<file path="config.mk">
export PLATFORM = sky130hd
export DESIGN_NAME = risk_order_arbiter_flat
export DESIGN_NICKNAME = d
export VERILOG_FILES = /design/src/rtl/risk_order_arbiter_if.sv /design/src/rtl/risk_order_arbiter.sv /design/src/flat_wrapper.sv
export SDC_FILE = /design/constraint.sdc
export NUM_CORES = 1
export LEC_CHECK = 0
export CORE_AREA = 2 2 329 331
export DETAILED_ROUTE_END_ITERATION = 8
export DIE_AREA = 0 0 331 333
export PLACE_DENSITY = 0.49
export SYNTH_ARGS = -nofsm -noshare
export SYNTH_HDL_FRONTEND = slang
export SYNTH_SLANG_ARGS = --single-unit
</file>
<file path="constraint.sdc">
create_clock -name clk -period 11.05 [get_ports clk]
set_clock_uncertainty 0.1 [all_clocks]
set_input_delay 1.105 -clock clk [delete_from_list [all_inputs] [get_ports clk]]
set_output_delay 1.105 -clock clk [all_outputs]
set_load 0.01 [all_outputs]
</file>
<file path="src/rtl/risk_order_arbiter_if.sv">
// Shared order/verdict types and the requester/limiter bus of the risk order arbiter.
// The arbiter connects through the slave modport; the surrounding environment uses master.
package risk_pkg;
  typedef enum logic {
    SIDE_BUY  = 1'b0,
    SIDE_SELL = 1'b1
  } order_side_e;

  typedef enum logic [1:0] {
    ORDER_NEW     = 2'd0,
    ORDER_CANCEL  = 2'd1,
    ORDER_REPLACE = 2'd2
  } order_type_e;

  typedef enum logic [1:0] {
    RISK_OK             = 2'd0,
    RISK_POSITION_LIMIT = 2'd1,
    RISK_NOTIONAL_LIMIT = 2'd2,
    RISK_KILL_SWITCH    = 2'd3
  } risk_reject_e;
endpackage

interface risk_order_arbiter_if #(
    parameter int NUM_REQ        = 4,
    parameter int QTY_WIDTH      = 64,
    parameter int NOTIONAL_WIDTH = 64
);
    localparam int SRC_W = $clog2(NUM_REQ);

    logic [NUM_REQ-1:0]        req_valid;
    logic [NUM_REQ-1:0]        req_ready;
    risk_pkg::order_side_e     req_side     [NUM_REQ];
    risk_pkg::order_type_e     req_type     [NUM_REQ];
    logic [QTY_WIDTH-1:0]      req_qty      [NUM_REQ];
    logic [NOTIONAL_WIDTH-1:0] req_notional [NUM_REQ];

    logic                      chk_valid;
    logic                      chk_ready;
    risk_pkg::order_side_e     chk_side;
    risk_pkg::order_type_e     chk_type;
    logic [QTY_WIDTH-1:0]      chk_qty;
    logic [NOTIONAL_WIDTH-1:0] chk_notional;
    logic                      chk_passed;
    risk_pkg::risk_reject_e    chk_reason;

    logic                      resp_valid;
    logic [SRC_W-1:0]          resp_src;
    logic                      resp_passed;
    risk_pkg::risk_reject_e    resp_reason;

    modport slave (
        input  req_valid, req_side, req_type, req_qty, req_notional,
        input  chk_ready, chk_passed, chk_reason,
        output req_ready,
        output chk_valid, chk_side, chk_type, chk_qty, chk_notional,
        output resp_valid, resp_src, resp_passed, resp_reason
    );

    modport master (
        output req_valid, req_side, req_type, req_qty, req_notional,
        output chk_ready, chk_passed, chk_reason,
        input  req_ready,
        input  chk_valid, chk_side, chk_type, chk_qty, chk_notional,
        input  resp_valid, resp_src, resp_passed, resp_reason
    );
endinterface

</file>
<file path="src/rtl/risk_order_arbiter.sv">
// Round-robin arbiter feeding one registered order slot to the position limiter,
// with kill-switch masking of new orders, verdict capture and per-requester counters.
module risk_order_arbiter
    import risk_pkg::*;
#(
    parameter int NUM_REQ        = 4,
    parameter int QTY_WIDTH      = 64,
    parameter int NOTIONAL_WIDTH = 64
) (
    input  logic                      clk,
    input  logic                      rst_n,
    input  logic                      kill_switch,
    risk_order_arbiter_if.slave       bus,
    output logic [NUM_REQ-1:0][31:0]  grant_count,
    output logic [31:0]               kill_blocked
);

    localparam int              SRC_W = $clog2(NUM_REQ);
    localparam logic [SRC_W:0]  NREQ  = (SRC_W+1)'(NUM_REQ);

    typedef enum logic {
        ST_EMPTY = 1'b0,
        ST_FULL  = 1'b1
    } stage_e;

    stage_e                     state_q, state_d;
    logic [SRC_W-1:0]           rr_ptr_q, rr_ptr_d;
    logic [SRC_W-1:0]           src_q, src_d;
    order_side_e                side_q, side_d;
    order_type_e                type_q, type_d;
    logic [QTY_WIDTH-1:0]       qty_q, qty_d;
    logic [NOTIONAL_WIDTH-1:0]  notional_q, notional_d;

    logic                       resp_valid_q, resp_valid_d;
    logic [SRC_W-1:0]           resp_src_q, resp_src_d;
    logic                       resp_passed_q, resp_passed_d;
    risk_reject_e               resp_reason_q, resp_reason_d;

    logic [NUM_REQ-1:0][31:0]   grant_count_q, grant_count_d;
    logic [31:0]                kill_blocked_q, kill_blocked_d;

    logic [NUM_REQ-1:0]         is_new, eligible, elig_rot;
    logic                       masked_new;
    logic                       found;
    logic [SRC_W-1:0]           grant_off, grant_idx, rr_next;
    logic [SRC_W:0]             idx_sum, next_sum;
    logic                       stage_free, grant, chk_fire;

    always_comb begin
        is_new   = '0;
        eligible = '0;
        for (int i = 0; i < NUM_REQ; i++) begin
            is_new[i]   = (bus.req_type[i] == ORDER_NEW);
            eligible[i] = bus.req_valid[i] && !(kill_switch && is_new[i]);
        end
    end

    assign masked_new = kill_switch && |(bus.req_valid & is_new);

    // Rotate so bit 0 is the requester rr_ptr points at; lowest set bit wins.
    assign elig_rot = NUM_REQ'({eligible, eligible} >> rr_ptr_q);

    always_comb begin
        found     = 1'b0;
        grant_off = '0;
        for (int k = NUM_REQ - 1; k >= 0; k--) begin
            if (elig_rot[k]) begin
                found     = 1'b1;
                grant_off = SRC_W'(k);
            end
        end
    end

    assign idx_sum   = {1'b0, rr_ptr_q} + {1'b0, grant_off};
    assign grant_idx = (idx_sum >= NREQ) ? SRC_W'(idx_sum - NREQ) : SRC_W'(idx_sum);
    assign next_sum  = {1'b0, grant_idx} + (SRC_W+1)'(1);
    assign rr_next   = (next_sum == NREQ) ? '0 : SRC_W'(next_sum);

    assign stage_free = (state_q == ST_EMPTY) || bus.chk_ready;
    // Gated by rst_n so no requester sees an accept while reset is held.
    assign grant      = found && stage_free && rst_n;
    assign chk_fire   = (state_q == ST_FULL) && bus.chk_ready;

    assign bus.req_ready = grant ? (NUM_REQ'(1) << grant_idx) : '0;

    always_comb begin
        state_d       = state_q;
        rr_ptr_d      = rr_ptr_q;
        src_d         = src_q;
        side_d        = side_q;
        type_d        = type_q;
        qty_d         = qty_q;
        notional_d    = notional_q;
        resp_valid_d  = chk_fire;
        resp_src_d    = resp_src_q;
        resp_passed_d = resp_passed_q;
        resp_reason_d = resp_reason_q;

        unique case (state_q)
            ST_EMPTY: begin
                if (grant) state_d = ST_FULL;
            end
            ST_FULL: begin
                if (grant)         state_d = ST_FULL;
                else if (chk_fire) state_d = ST_EMPTY;
            end
            default: state_d = ST_EMPTY;
        endcase

        if (grant) begin
            rr_ptr_d   = rr_next;
            src_d      = grant_idx;
            side_d     = bus.req_side[grant_idx];
            type_d     = bus.req_type[grant_idx];
            qty_d      = bus.req_qty[grant_idx];
            notional_d = bus.req_notional[grant_idx];
        end

        if (chk_fire) begin
            resp_src_d    = src_q;
            resp_passed_d = bus.chk_passed;
            resp_reason_d = bus.chk_reason;
        end
    end

    always_comb begin
        grant_count_d  = grant_count_q;
        kill_blocked_d = kill_blocked_q + {31'b0, masked_new};
        if (grant) grant_count_d[grant_idx] = grant_count_q[grant_idx] + 32'd1;
    end

    // Order slot / verdict register stage
    always_ff @(posedge clk or negedge rst_n) begin
        if (!rst_n) begin
            state_q        <= ST_EMPTY;
            rr_ptr_q       <= '0;
            src_q          <= '0;
            side_q         <= SIDE_BUY;
            type_q         <= ORDER_NEW;
            qty_q          <= '0;
            notional_q     <= '0;
            resp_valid_q   <= 1'b0;
            resp_src_q     <= '0;
            resp_passed_q  <= 1'b0;
            resp_reason_q  <= RISK_OK;
            grant_count_q  <= '0;
            kill_blocked_q <= '0;
        end else begin
            state_q        <= state_d;
            rr_ptr_q       <= rr_ptr_d;
            src_q          <= src_d;
            side_q         <= side_d;
            type_q         <= type_d;
            qty_q          <= qty_d;
            notional_q     <= notional_d;
            resp_valid_q   <= resp_valid_d;
            resp_src_q     <= resp_src_d;
            resp_passed_q  <= resp_passed_d;
            resp_reason_q  <= resp_reason_d;
            grant_count_q  <= grant_count_d;
            kill_blocked_q <= kill_blocked_d;
        end
    end

    assign bus.chk_valid    = (state_q == ST_FULL);
    assign bus.chk_side     = side_q;
    assign bus.chk_type     = type_q;
    assign bus.chk_qty      = qty_q;
    assign bus.chk_notional = notional_q;
    assign bus.resp_valid   = resp_valid_q;
    assign bus.resp_src     = resp_src_q;
    assign bus.resp_passed  = resp_passed_q;
    assign bus.resp_reason  = resp_reason_q;
    assign grant_count      = grant_count_q;
    assign kill_blocked     = kill_blocked_q;

endmodule

</file>
<file path="src/flat_wrapper.sv">
// flat-port wrapper written by rule: the top's interface ports become plain ports
module risk_order_arbiter_flat import risk_pkg::*;
#(
    parameter int NUM_REQ        = 4,
    parameter int QTY_WIDTH      = 64,
    parameter int NOTIONAL_WIDTH = 64
)
  (clk, rst_n, kill_switch, grant_count, kill_blocked, bus_req_valid, bus_req_side, bus_req_type, bus_req_qty, bus_req_notional, bus_chk_ready, bus_chk_passed, bus_chk_reason, bus_req_ready, bus_chk_valid, bus_chk_side, bus_chk_type, bus_chk_qty, bus_chk_notional, bus_resp_valid, bus_resp_src, bus_resp_passed, bus_resp_reason);
  risk_order_arbiter_if #(.NUM_REQ(NUM_REQ), .QTY_WIDTH(QTY_WIDTH), .NOTIONAL_WIDTH(NOTIONAL_WIDTH)) bus_i ();
  input  logic clk;
  input  logic rst_n;
  input  logic kill_switch;
  output logic [NUM_REQ-1:0][31:0] grant_count;
  output logic [31:0] kill_blocked;
  input wire logic [$bits(bus_i.req_valid)-1:0] bus_req_valid;
  input wire logic [$bits(bus_i.req_side)-1:0] bus_req_side;
  input wire logic [$bits(bus_i.req_type)-1:0] bus_req_type;
  input wire logic [$bits(bus_i.req_qty)-1:0] bus_req_qty;
  input wire logic [$bits(bus_i.req_notional)-1:0] bus_req_notional;
  input wire logic [$bits(bus_i.chk_ready)-1:0] bus_chk_ready;
  input wire logic [$bits(bus_i.chk_passed)-1:0] bus_chk_passed;
  input wire logic [$bits(bus_i.chk_reason)-1:0] bus_chk_reason;
  output wire logic [$bits(bus_i.req_ready)-1:0] bus_req_ready;
  output wire logic [$bits(bus_i.chk_valid)-1:0] bus_chk_valid;
  output wire logic [$bits(bus_i.chk_side)-1:0] bus_chk_side;
  output wire logic [$bits(bus_i.chk_type)-1:0] bus_chk_type;
  output wire logic [$bits(bus_i.chk_qty)-1:0] bus_chk_qty;
  output wire logic [$bits(bus_i.chk_notional)-1:0] bus_chk_notional;
  output wire logic [$bits(bus_i.resp_valid)-1:0] bus_resp_valid;
  output wire logic [$bits(bus_i.resp_src)-1:0] bus_resp_src;
  output wire logic [$bits(bus_i.resp_passed)-1:0] bus_resp_passed;
  output wire logic [$bits(bus_i.resp_reason)-1:0] bus_resp_reason;
  assign bus_i.req_valid = bus_req_valid;
  assign bus_i.req_side = {>>{bus_req_side}};
  assign bus_i.req_type = {>>{bus_req_type}};
  assign bus_i.req_qty = {>>{bus_req_qty}};
  assign bus_i.req_notional = {>>{bus_req_notional}};
  assign bus_i.chk_ready = bus_chk_ready;
  assign bus_i.chk_passed = bus_chk_passed;
  assign bus_i.chk_reason = bus_chk_reason;
  assign bus_req_ready = bus_i.req_ready;
  assign bus_chk_valid = bus_i.chk_valid;
  assign bus_chk_side = bus_i.chk_side;
  assign bus_chk_type = bus_i.chk_type;
  assign bus_chk_qty = bus_i.chk_qty;
  assign bus_chk_notional = bus_i.chk_notional;
  assign bus_resp_valid = bus_i.resp_valid;
  assign bus_resp_src = bus_i.resp_src;
  assign bus_resp_passed = bus_i.resp_passed;
  assign bus_resp_reason = bus_i.resp_reason;
  risk_order_arbiter #(.NUM_REQ(NUM_REQ), .QTY_WIDTH(QTY_WIDTH), .NOTIONAL_WIDTH(NOTIONAL_WIDTH)) u_core (.clk(clk), .rst_n(rst_n), .kill_switch(kill_switch), .bus(bus_i), .grant_count(grant_count), .kill_blocked(kill_blocked));
endmodule
</file>
# After elaboration in Yosys (flattened, before gate mapping)
# Cells that the tools add are included.
[op_classes]
addsub = 5
n_mul = 0
div = 0
magnitude_cmp = 4
n_eq_ne = 1
n_shift = 2
muxes = 32
n_bitwise = 3
reduce_logical = 23
[ops]
columns = ["cell", "count"]
rows = [
  ["64-bit binary-select mux with 2-bit select", 2],
  ["64-bit 2-to-1 mux", 4],
  ["128-bit bitwise mux", 1],
  ["32-bit binary-select mux with 2-bit select", 1],
  ["32-bit demux with 2-bit select", 1],
  ["32-bit 2-to-1 mux", 2],
  ["32-bit by 1-bit adder with 32-bit output", 1],
  ["32-bit by 1-bit adder with 32-bit output (second input constant)", 1],
  ["2-bit 2-to-1 mux", 8],
  ["1-bit logical AND", 13],
  ["1-bit 2-to-1 mux", 9],
  ["2-bit zero test", 4],
  ["8-bit by 2-bit right shift with 4-bit output", 1],
  ["3-bit greater-or-equal comparator (second input constant)", 2],
  ["4-bit AND", 1],
  ["2-bit binary-select mux with 2-bit select", 1],
  ["1-bit zero test", 4],
  ["4-bit 2-to-1 mux", 1],
  ["4-bit OR reduction", 1],
  ["1-bit by 2-bit left shift with 4-bit output (first input constant)", 1],
  ["2-bit by 1-bit adder with 3-bit output (second input constant)", 1],
  ["2-bit by 2-bit adder with 3-bit output", 1],
  ["3-bit equality test (second input constant)", 1],
  ["2-bit by 3-bit < comparator with 1-bit output (second input constant)", 1],
  ["other kinds (7)", 7],
]
[totals]
regBits = 302
latchBits = 0
ramBits = 0
rom_bits = 0
input_bits = 535
output_inout_bits = 302
wordCells = 86
n_memories = 0

# Logic depth before layout (Yosys ltp)
# Gate-level depths: netlist of run 1.
[logic_depth]
ltp_word = 17
depth_mapped = 24
mapped_depth_nobuf = 20

# Worst setup path after synthesis of run 1
# No wires, ideal clock.
[synth_path]
path_kind = "input to register"
start = "input bus_req_type[6]"
end = "register u_core.grant_count_q, in the netlist u_core.grant_count[124]"
setup_ps = 87
arrival_time_ps = 5804
t_required_ps = 10863
slack_ps = 5059
path_stages = 22
n_path_buf = 7
path_cell_list = "nor2_1 -> a21boi_0 -> nor3_1 -> a311oi_1 -> o21ai_0 -> ha_1 -> buf_2 -> buf_2 -> buf_2 -> buf_2 -> clkbuf_1 -> buf_2 -> mux4_2 -> ha_1 -> clkbuf_1 -> nand2_1 -> nor3_1 -> nand3_1 -> o2111ai_1 -> o21ai_1 -> or4b_1 -> o211ai_1"
[synth_via]
elab_chain_cells = 17
[synth_rtl]
columns = ["element", "line", "rtl"]
rows = [
  ["start, declared", "flat_wrapper.sv:17", "input wire logic [$bits(bus_i.req_type)-1:0] bus_req_type;"],
  ["2-bit zero test (*)", "risk_order_arbiter.sv:53", "is_new[i] = (bus.req_type[i] == ORDER_NEW);"],
  ["1-bit logical AND (*)", "risk_order_arbiter.sv:54", "eligible[i] = bus.req_valid[i] && !(kill_switch && is_new[i]);"],
  ["1-bit zero test (*)", "risk_order_arbiter.sv:54", ""],
  ["1-bit logical AND (*)", "risk_order_arbiter.sv:54", ""],
  ["8-bit by 2-bit right shift with 4-bit output (*)", "risk_order_arbiter.sv:61", "assign elig_rot = NUM_REQ'({eligible, eligible} >> rr_ptr_q);"],
  ["2-bit 2-to-1 mux (3 in series)", "risk_order_arbiter.sv:67", "if (elig_rot[k]) begin"],
  ["2-bit 2-to-1 mux (*)", "risk_order_arbiter.sv:67", ""],
  ["2-bit by 2-bit adder with 3-bit output (*)", "risk_order_arbiter.sv:74", "assign idx_sum = {1'b0, rr_ptr_q} + {1'b0, grant_off};"],
  ["3-bit greater-or-equal comparator or 2-bit by 1-bit subtractor with 2-bit output (tied branches)", "risk_order_arbiter.sv:75", "assign grant_idx = (idx_sum >= NREQ) ? SRC_W'(idx_sum - NREQ) : SRC_W'(idx_sum);"],
  ["2-bit 2-to-1 mux (*)", "risk_order_arbiter.sv:75", ""],
  ["via u_core.grant_idx[0]", "risk_order_arbiter.sv:45", "logic [SRC_W-1:0] grant_off, grant_idx, rr_next;"],
  ["parallel branches: the longest is 4 deep, another holds 32-bit by 1-bit adder with 32-bit output", "n/a", ""],
  ["128-bit bitwise mux (*)", "risk_order_arbiter.sv:129", "if (grant) grant_count_d[grant_idx] = grant_count_q[grant_idx] + 32'd1;"],
  ["end signal, assigned", "risk_order_arbiter.sv:160", "grant_count_q <= grant_count_d;"],
  ["end, declared", "risk_order_arbiter.sv:39", "logic [NUM_REQ-1:0][31:0] grant_count_q, grant_count_d;"],
]
# Mark *: on every way through the listed nets, which the timed path passes. The select of a mux whose other input is x is not followed.
# A chain may end at the register's enable or synchronous reset.

# Worst setup path in the final report of run 1
[layout_path]
start = "input kill_switch"
end = "output bus_req_ready[0]"
[layout_via]
elab_chain_cells = 13
[layout_rtl]
columns = ["element", "line", "rtl"]
rows = [
  ["start, declared", "flat_wrapper.sv:12", "input logic kill_switch;"],
  ["1-bit logical AND", "risk_order_arbiter.sv:54", ""],
  ["1-bit zero test", "risk_order_arbiter.sv:54", ""],
  ["1-bit logical AND", "risk_order_arbiter.sv:54", ""],
  ["8-bit by 2-bit right shift with 4-bit output (*)", "risk_order_arbiter.sv:61", ""],
  ["2-bit 2-to-1 mux (4 in series)", "risk_order_arbiter.sv:67", ""],
  ["2-bit by 2-bit adder with 3-bit output", "risk_order_arbiter.sv:74", ""],
  ["3-bit greater-or-equal comparator or 2-bit by 1-bit subtractor with 2-bit output (tied branches)", "risk_order_arbiter.sv:75", ""],
  ["2-bit 2-to-1 mux", "risk_order_arbiter.sv:75", ""],
  ["1-bit by 2-bit left shift with 4-bit output", "risk_order_arbiter.sv:84", "assign bus.req_ready = grant ? (NUM_REQ'(1) << grant_idx) : '0;"],
  ["4-bit 2-to-1 mux (*)", "risk_order_arbiter.sv:84", ""],
  ["end, declared", "flat_wrapper.sv:23", "output wire logic [$bits(bus_i.req_ready)-1:0] bus_req_ready;"],
]
# Every way passes the cells marked *; elsewhere a longest branch is shown, timed or not.

==> results by group, run 1 <==
Routing
  – Vias/cell: 4.32
  – DR WL/cell: 24.7 um
  – ANT nets after route: 0
  – Iteration-0 DRC Markers: 1375
  – Post-Route WL: 97400 um
  – Via count: 17025
  – Max layer used: met5
  – DR pass1 iterations: 5
  – WL met2: 45000 um
  – Drc violations: 0
  – DR WL met3: 8820 um
  – WL met1: 42200 um

Floorplanning
  – Core ar.: 107000 sq um
  – Row count: 120
  – Initial Util: 16.3%
  – Die Ht: 333 um
  – Total die area: 110000 sq um
  – IO Pins: 837
  – Die W: 331 um

Global route
  – First-pass GRT wire length: 134000 um
  – Total GRT Usage: 16.9%
  – Vias in the first global route: 17120
  – Largest net degree at the start of global routing: 79
  – Overflow left after global routing: 0
  – Initial antenna violation count: 24

Timing
  – Fin. max-slew vios: 0
  – Slew HR: 28.4%
  – Final Hold Vio Count: 0
  – Slew @ Worst Pin: 1070 ps
  – # setup viols final: 0
  – Worst setup margin: 3170 ps
  – Sum Neg Setup Slack: 0 ps
  – Minimum clock period: 7880 ps
  – Final period utilization: 71.4%
  – FMAX: 0.127 GHz
  – RSZ-0062 raised after global routing: no

Clocking
  – Clock Latency Late Sink: 610 ps
  – Post-CTS Resized: 0
  – Worst-path clk slew: 60 ps
  – CTS H-tree depth: 2
  – TritonCTS Buffers: 40
  – Clock sinks: 302
  – Post-CTS Setup Bufs: 0
  – TritonCTS clock tree: built
  – Max Buffers Root-to-Sink: 3
  – CTS Hold Bufs: 0
  – Clock Root Buffer: clkbuf_16

Setup path
  – WP data required: 9850 ps
  – Crit end category: output pin
  – Nature of the critical path startpoint: primary input
  – Critical path class: in2out
  – Largest delay share family, worst path: buffers and inverters
  – Critical Path AT: 6680 ps
  – Worst Path Buf+Inv: 7
  – CP max-delay cell: inv_1
  – CP Cell Sequence: clkdlybuf4s50_1 -> inv_4 -> o31ai_4 -> nand3_1 -> o311a_1 -> o21ai_0 -> ha_4 -> xor2_1 -> buf_4 -> nor3_2 -> nor2_4 -> inv_1 -> ha_1 -> nand2_1 -> buf_4 -> inv_1 -> clkdlybuf4s50_1
  – Max stage delay on crit path: 620 ps
  – Critical path fanouts, max: 57

Synthesis
  – Area contributors post-synth: dfrtp_1 43%, mux4_2 20%, nand2_1 13%
  – Mapped Avg Cell Area: 10.1 sq um
  – Synth top area share: 43.4%
  – Syn Inst Count: 1715
  – Top_reg_cell synth: dfrtp_1
  – Largest family of logic cells by synthesized area: multiplexers
  – Syn nets: 2258
  – EDFF count, synth: 0
  – Simple-Gate Fraction of Synth Area: 18.9%
  – Yosys warning count: 0
  – Commonest cells in the netlist: 595 x nand2_1, 302 x dfrtp_1, 156 x mux4_2
  – Count leader, synth: nand2_1
  – Seq/Total Area, Yosys: 43.4%
  – Adder-cell share of the synthesized area: 0.575%
  – Mapped Area: 17400 sq um
  – Synth Area in XOR/XNOR: 2.87%
  – Synth unique cells: 66
  – Compound-Gate Fraction of Synth Area: 8.51%
  – Yosys reg bits: 302
  – Post-synthesis mux area share: 22.4%
  – Synth async-reset ratio: 100%
  – Largest area contributor in the netlist: dfrtp_1

Layout
  – Fill cells: 11226
  – Layout cell share with drive strength beyond 1: 10.9%
  – Synthesis-to-layout area growth: 64.7%
  – Multi-input gate area: 9300 sq um
  – Register area: 7560 sq um
  – Nets: 3047

Place
  – Port bufs: 836
  – Detailed placement HPWL: 76900 um
  – GPL Wtd Cong: 0.912
  – Placement Setup Slack: 2970 ps

Pwr
  – Pleak: 11.5 nW
  – Peak supply drop: 0.245 mV
  – PD cells: 270 nW/um^2

Run status
  – Status: completed

Flow run
  – MaxCap Viol Count: 0

Worst hold path
  – Worst min path class: in2async
layout make-up:
| cell class | count | area share (%) |
|---|---|---|
| diodes | 3 | 0.0262 |
| clock buffers | 55 | 4.00 |
| clock inverters | 15 | 0.825 |
| inverters | 27 | 0.362 |
| multi-input cells | 1273 | 32.4 |
| flip-flops and latches | 302 | 26.4 |
| well taps | 1403 | 6.12 |
| repair buffers | 860 | 29.8 |
stage by stage:
stage	total power, mW	utilization, %	instances	hold WS [ps]	area [sq um]
floorplan	4.51	-	1715	346	17400
CTS	7.86	26.9	3935	336	28700
finish	7.73	26.9	3938	352	28700
global route	8.20	26.9	3935	375	28700
detailed placement	6.39	25.6	3865	361	27300
global placement	6.40	25.6	3865	357	27300
per-layer routing:
| metal | vias to the layer above | global-route usage, % |
|---|---|---|
| li1 | 7702 | - |
| met1 | 8440 | 22.8 |
| met2 | 774 | 27.5 |
| met3 | 93 | 4.75 |
| met4 | 16 | 2.52 |
| met5 | - | 0 |
sequential cells by signal (all words and copies together) (netlist names), 2 cells and up:
register / flops
u_core.grant_count: 128
u_core.bus.chk_notional: 64
u_core.bus.chk_qty: 64
u_core.kill_blocked: 32
u_core.bus.chk_type: 2
u_core.bus.resp_reason: 2
u_core.bus.resp_src: 2
u_core.rr_ptr_q: 2
u_core.src_q: 2
where the power goes:
part	leakage [nW]	total (mW)	internal (mW)	switching, mW
combinational	6.89	4.62	2.20	2.41
sequential	3.89	1.70	1.43	0.266
clock	0.683	1.41	0.845	0.565
total	11.5	7.73	4.48	3.24
layout by cell type (no fill, tap or decap), types with 7 or more instances in the layout:
master           netlist  final
inv_1                 25     25
nor2_1                36     36
clkbuf_16              0     40
dfrtp_1              302    302
nand3b_1               8      8
mux2_2                14     14
nand3_1               55     55
o31ai_1               10     10
ha_1                   8      7
buf_4                  2     24
nand2_1              595    595
nand4_1               19     19
o21ai_1                9     10
nor3_1                11     11
a31oi_1               13     13
mux4_2               156    156
and3_1                16     16
xor2_1                24     24
mux2i_1               22     22
clkdlybuf4s50_1        0    835
o211ai_1              11     11
o21ai_0              118    117
xnor2_1               33     33
a22oi_1                8      8
clkbuf_8               0      9
a21oi_1               18     18
cell families (layout without fill, tap and decap cells):
group,after synthesis,in the layout
flops,302,302
other cells,0,3
compound gates,235,235
xor+xnor,57,57
simple gates,781,781
fa+ha+maj,8,8
mux,192,192
buf+inv,140,957
worst paths after layout:
kind                            slack (ps)  cells past startpoint                         from                          end
max in group asynchronous             8560                      3                        rst_n  u_core.bus.chk_notional[27]
worst min register to register         370                      2  u_core.bus.chk_notional[22]  u_core.bus.chk_notional[22]
worst min-delay path                   350                      1                        rst_n      u_core.grant_count[117]
worst max register to register        4430                     17           u_core.rr_ptr_q[0]       u_core.grant_count[60]
worst max-delay path                  3170                     17                  kill_switch             bus_req_ready[0]
min in group clk                       370                      2  u_core.bus.chk_notional[22]  u_core.bus.chk_notional[22]
Note: power is estimated with default switching activity, not from simulation.
==> run 2, diff against run 1 <==
--- a/config.mk
+++ b/config.mk
@@ -5,9 +5,9 @@
 export SDC_FILE = /design/constraint.sdc
 export NUM_CORES = 1
 export LEC_CHECK = 0
-export CORE_AREA = 2 2 329 331
+export CORE_AREA = 2 2 330 332
 export DETAILED_ROUTE_END_ITERATION = 8
-export DIE_AREA = 0 0 331 333
+export DIE_AREA = 0 0 332 334
 export PLACE_DENSITY = 0.49
 export SYNTH_ARGS = -nofsm -noshare
 export SYNTH_HDL_FRONTEND = slang
==> constraint.sdc (replaced) <==
create_clock -name clk -period 8.1 [get_ports clk]
set_clock_uncertainty 0.1 [all_clocks]
set_input_delay 0.81 -clock clk [delete_from_list [all_inputs] [get_ports clk]]
set_output_delay 0.81 -clock clk [all_outputs]
set_load 0.01 [all_outputs]
==> run 2 against run 1 <==
Net effect: sequential power up 37%; via count up 0.73%; wire length down 0.47%; die area up 0.60%; global-route usage down 0.14 points; non-clock buffer count down 1; power up 38%; critical path type unchanged.
==> results by group, run 2 (synthesis results as in run 1) <==
Timing
  – Fin. max-slew vios: 0 (unchanged)
  – # setup viols final: 0 (unchanged)
  – Hold Worst Slack: 372 ps (+20.2 ps)
  – FMAX: 0.150 GHz
  – Final period utilization: 82.3%
  – Sum Neg Setup Slack: 0 ps (unchanged)
  – RSZ-0062 raised after global routing: no
  – Slew HR: 20.7% (-7.7 points)
  – Slew @ Worst Pin: 1180 ps (+107 ps)
  – Final Hold Vio Count: 0 (unchanged)
  – Minimum clock period: 6670 ps

Setup path
  – Crit end category: output pin
  – Critical path class: in2out
  – Nature of the critical path startpoint: primary input
  – Critical path fanouts, max: 15 (-74%)
  – Critical Path AT: 5760 ps (-920 ps)
  – WP data required: 7190 ps (-2660 ps)

Run status
  – Status: completed

Routing
  – Via count: 17150 (+0.73%)
  – Vias/cell: 4.33 (+0.20%)
  – ANT nets after route: 0 (unchanged)
  – DR pass1 iterations: 5 (unchanged)
  – DR WL/cell: 24.5 um (-0.99%)
  – Drc violations: 0 (unchanged)
  – Post-Route WL: 97000 um (-0.47%)
  – Iteration-0 DRC Markers: 1490 (+8.4%)

Pwr
  – Combinational Power Share: 59.3% (-0.5 points)
  – Power share of the sequential group: 21.8% (-0.2 points)
  – Design Power: 10.7 mW (+38%)
  – Clk pwr share: 18.9% (+0.7 points)
  – Peak supply drop: 0.333 mV (+36%)
  – Pleak: 11.5 nW (+0.33%)
  – PD cells: 371 nW/um^2 (+38%)
  – Sw Ratio: 42.1% (+0.061 points)
  – Net switching power: 4.49 mW (+39%)
  – Internal: 6.19 mW (+38%)

Layout
  – Non-Filler Instances: 3959 (+0.53%)
  – Most frequent cells in the layout: 835 x clkdlybuf4s50_1, 592 x nand2_1, 302 x dfrtp_1
  – Finished Cell Area: 28800 sq um (+0.54%)
  – Nets: 3048 (+0.033%)
  – Commonest non-fill, non-tap cell in the layout: clkdlybuf4s50_1
  – Layout cell share with drive strength beyond 1: 11.1% (+0.25 points)
  – Max reg flops: 128 (unchanged)
  – Synthesis-to-layout area growth: 65.6%

Global route
  – Overflow left after global routing: 0 (unchanged)
  – Initial antenna violation count: 32 (+33%)
  – Vias in the first global route: 16943 (-1.0%)
  – Largest net degree at the start of global routing: 79 (unchanged)
  – First-pass GRT wire length: 134000 um (+0.30%)
  – Total GRT Usage: 16.8% (-0.14 points)

Worst hold path
  – Worst min path class: reg2reg

Clocking
  – TritonCTS Buffers: 42 (+5.0%)
  – Clock Latency Late Sink: 620 ps (about the same)
  – Post-CTS Resized: 0 (unchanged)
  – CTS H-tree depth: 2 (unchanged)
  – Post-CTS Setup Bufs: 0 (unchanged)
  – Clock Root Buffer: clkbuf_16
  – Max Buffers Root-to-Sink: 3 (unchanged)
  – Clock sinks: 302 (unchanged)
  – Worst-path clk slew: 60 ps (about the same)
  – TritonCTS clock tree: built
  – CTS Hold Bufs: 1 (+1)

Place
  – Placed cell area: 27300 sq um (about the same)
  – Port bufs: 836 (unchanged)
  – GPL Wtd Cong: 0.874 (-4.1%)
  – Detailed placement HPWL: 77500 um (+0.78%)
  – Cells after DPL: 3874 (+0.23%)

Floorplanning
  – Core ar.: 108000 sq um (+1.1%)
  – Die W: 332 um (+0.30%)
  – Initial Util: 16.1% (-0.18 points)
  – Row count: 121 (+0.83%)
  – IO Pins: 837 (unchanged)
  – Total die area: 111000 sq um (+0.60%)
  – Die Ht: 334 um (+0.30%)

Flow run
  – MaxCap Viol Count: 0 (unchanged)
-- run 2: changes by cell type in the layout (fill, tap and decap cells not counted), moves of 2 or more --
| cell | previous run | this run |
|---|---|---|
| clkinvlp_4 | 0 | 4 |
| buf_4 | 24 | 21 |
| clkinv_2 | 6 | 3 |
| diode_2 | 3 | 6 |
| nand2_1 | 595 | 592 |
| nand2_2 | 0 | 3 |
| clkbuf_1 | 6 | 8 |
| clkbuf_16 | 40 | 42 |
| clkinv_8 | 0 | 2 |
-- run 2: worst max-delay path: stages --
cell and delay (ps):
clkdlybuf4s50_1 620, nor2_1 100, a21boi_0 330, nor3_1 90
a311oi_1 240, o21ai_0 190, ha_4 230, xnor2_1 910
a21oi_2 120, nor2_4 400, inv_1 500, ha_1 360
nand2_1 70, inv_1 200, clkdlybuf4s50_1 540
-- run 2: worst paths after layout --
path	start	cells past startpoint	slack, ps	end
worst max-delay path	bus_req_type[6]	15	1430	bus_req_ready[1]
worst min-delay path	u_core.bus.chk_notional[22]	2	370	u_core.bus.chk_notional[22]
worst max register to register	u_core.rr_ptr_q[0]	16	2380	u_core.grant_count[92]
worst min register to register	u_core.bus.chk_notional[22]	2	370	u_core.bus.chk_notional[22]
max in group asynchronous	rst_n	4	5440	u_core.bus.chk_notional[50]
min in group asynchronous	rst_n	2	590	u_core.bus.chk_qty[23]
-- run 2: routing by layer --
| metal | wire length, um | vias to the layer above | global-route usage [%] |
|---|---|---|---|
| li1 | - | 7724 | - |
| met1 | 42300 | 8481 | 23.5 |
| met2 | 43300 | 843 | 25.9 |
| met3 | 9770 | 88 | 4.72 |
| met4 | 1510 | 14 | 3.27 |
| met5 | 91 | - | 0 |
-- run 2: cell type report --
class                           count  area (sq um)
Tap cell                         1414          1770
Sequential cell                   302          7560
Timing Repair Buffer              859          8560
Clock buffer                       60          1220
Multi-Input combinational cell   1273          9310
Fill cell                       11335         79000
Antenna cell                        6          15.0
Clock inverter                     18           284
Inverter                           27           104
-- run 2: power by group through the flow --
stage                     Combinational [mW]  Sequential (mW)  Clock [mW]
after CTS                               6.44             2.33        2.10
after global routing                    6.80             2.39        2.15
final                                   6.33             2.33        2.02
after floorplan                         3.71             2.44           0
after detailed placement                6.42             2.36           0
after global placement                  6.41             2.35           0
-- run 2: stage by stage --
stage	utilization [%]	worst slack, ps
floorplan	-	2400
global placement	25.3	1270
detailed placement	25.3	1140
CTS	26.7	1430
global route	26.7	1010
finish	26.7	1430
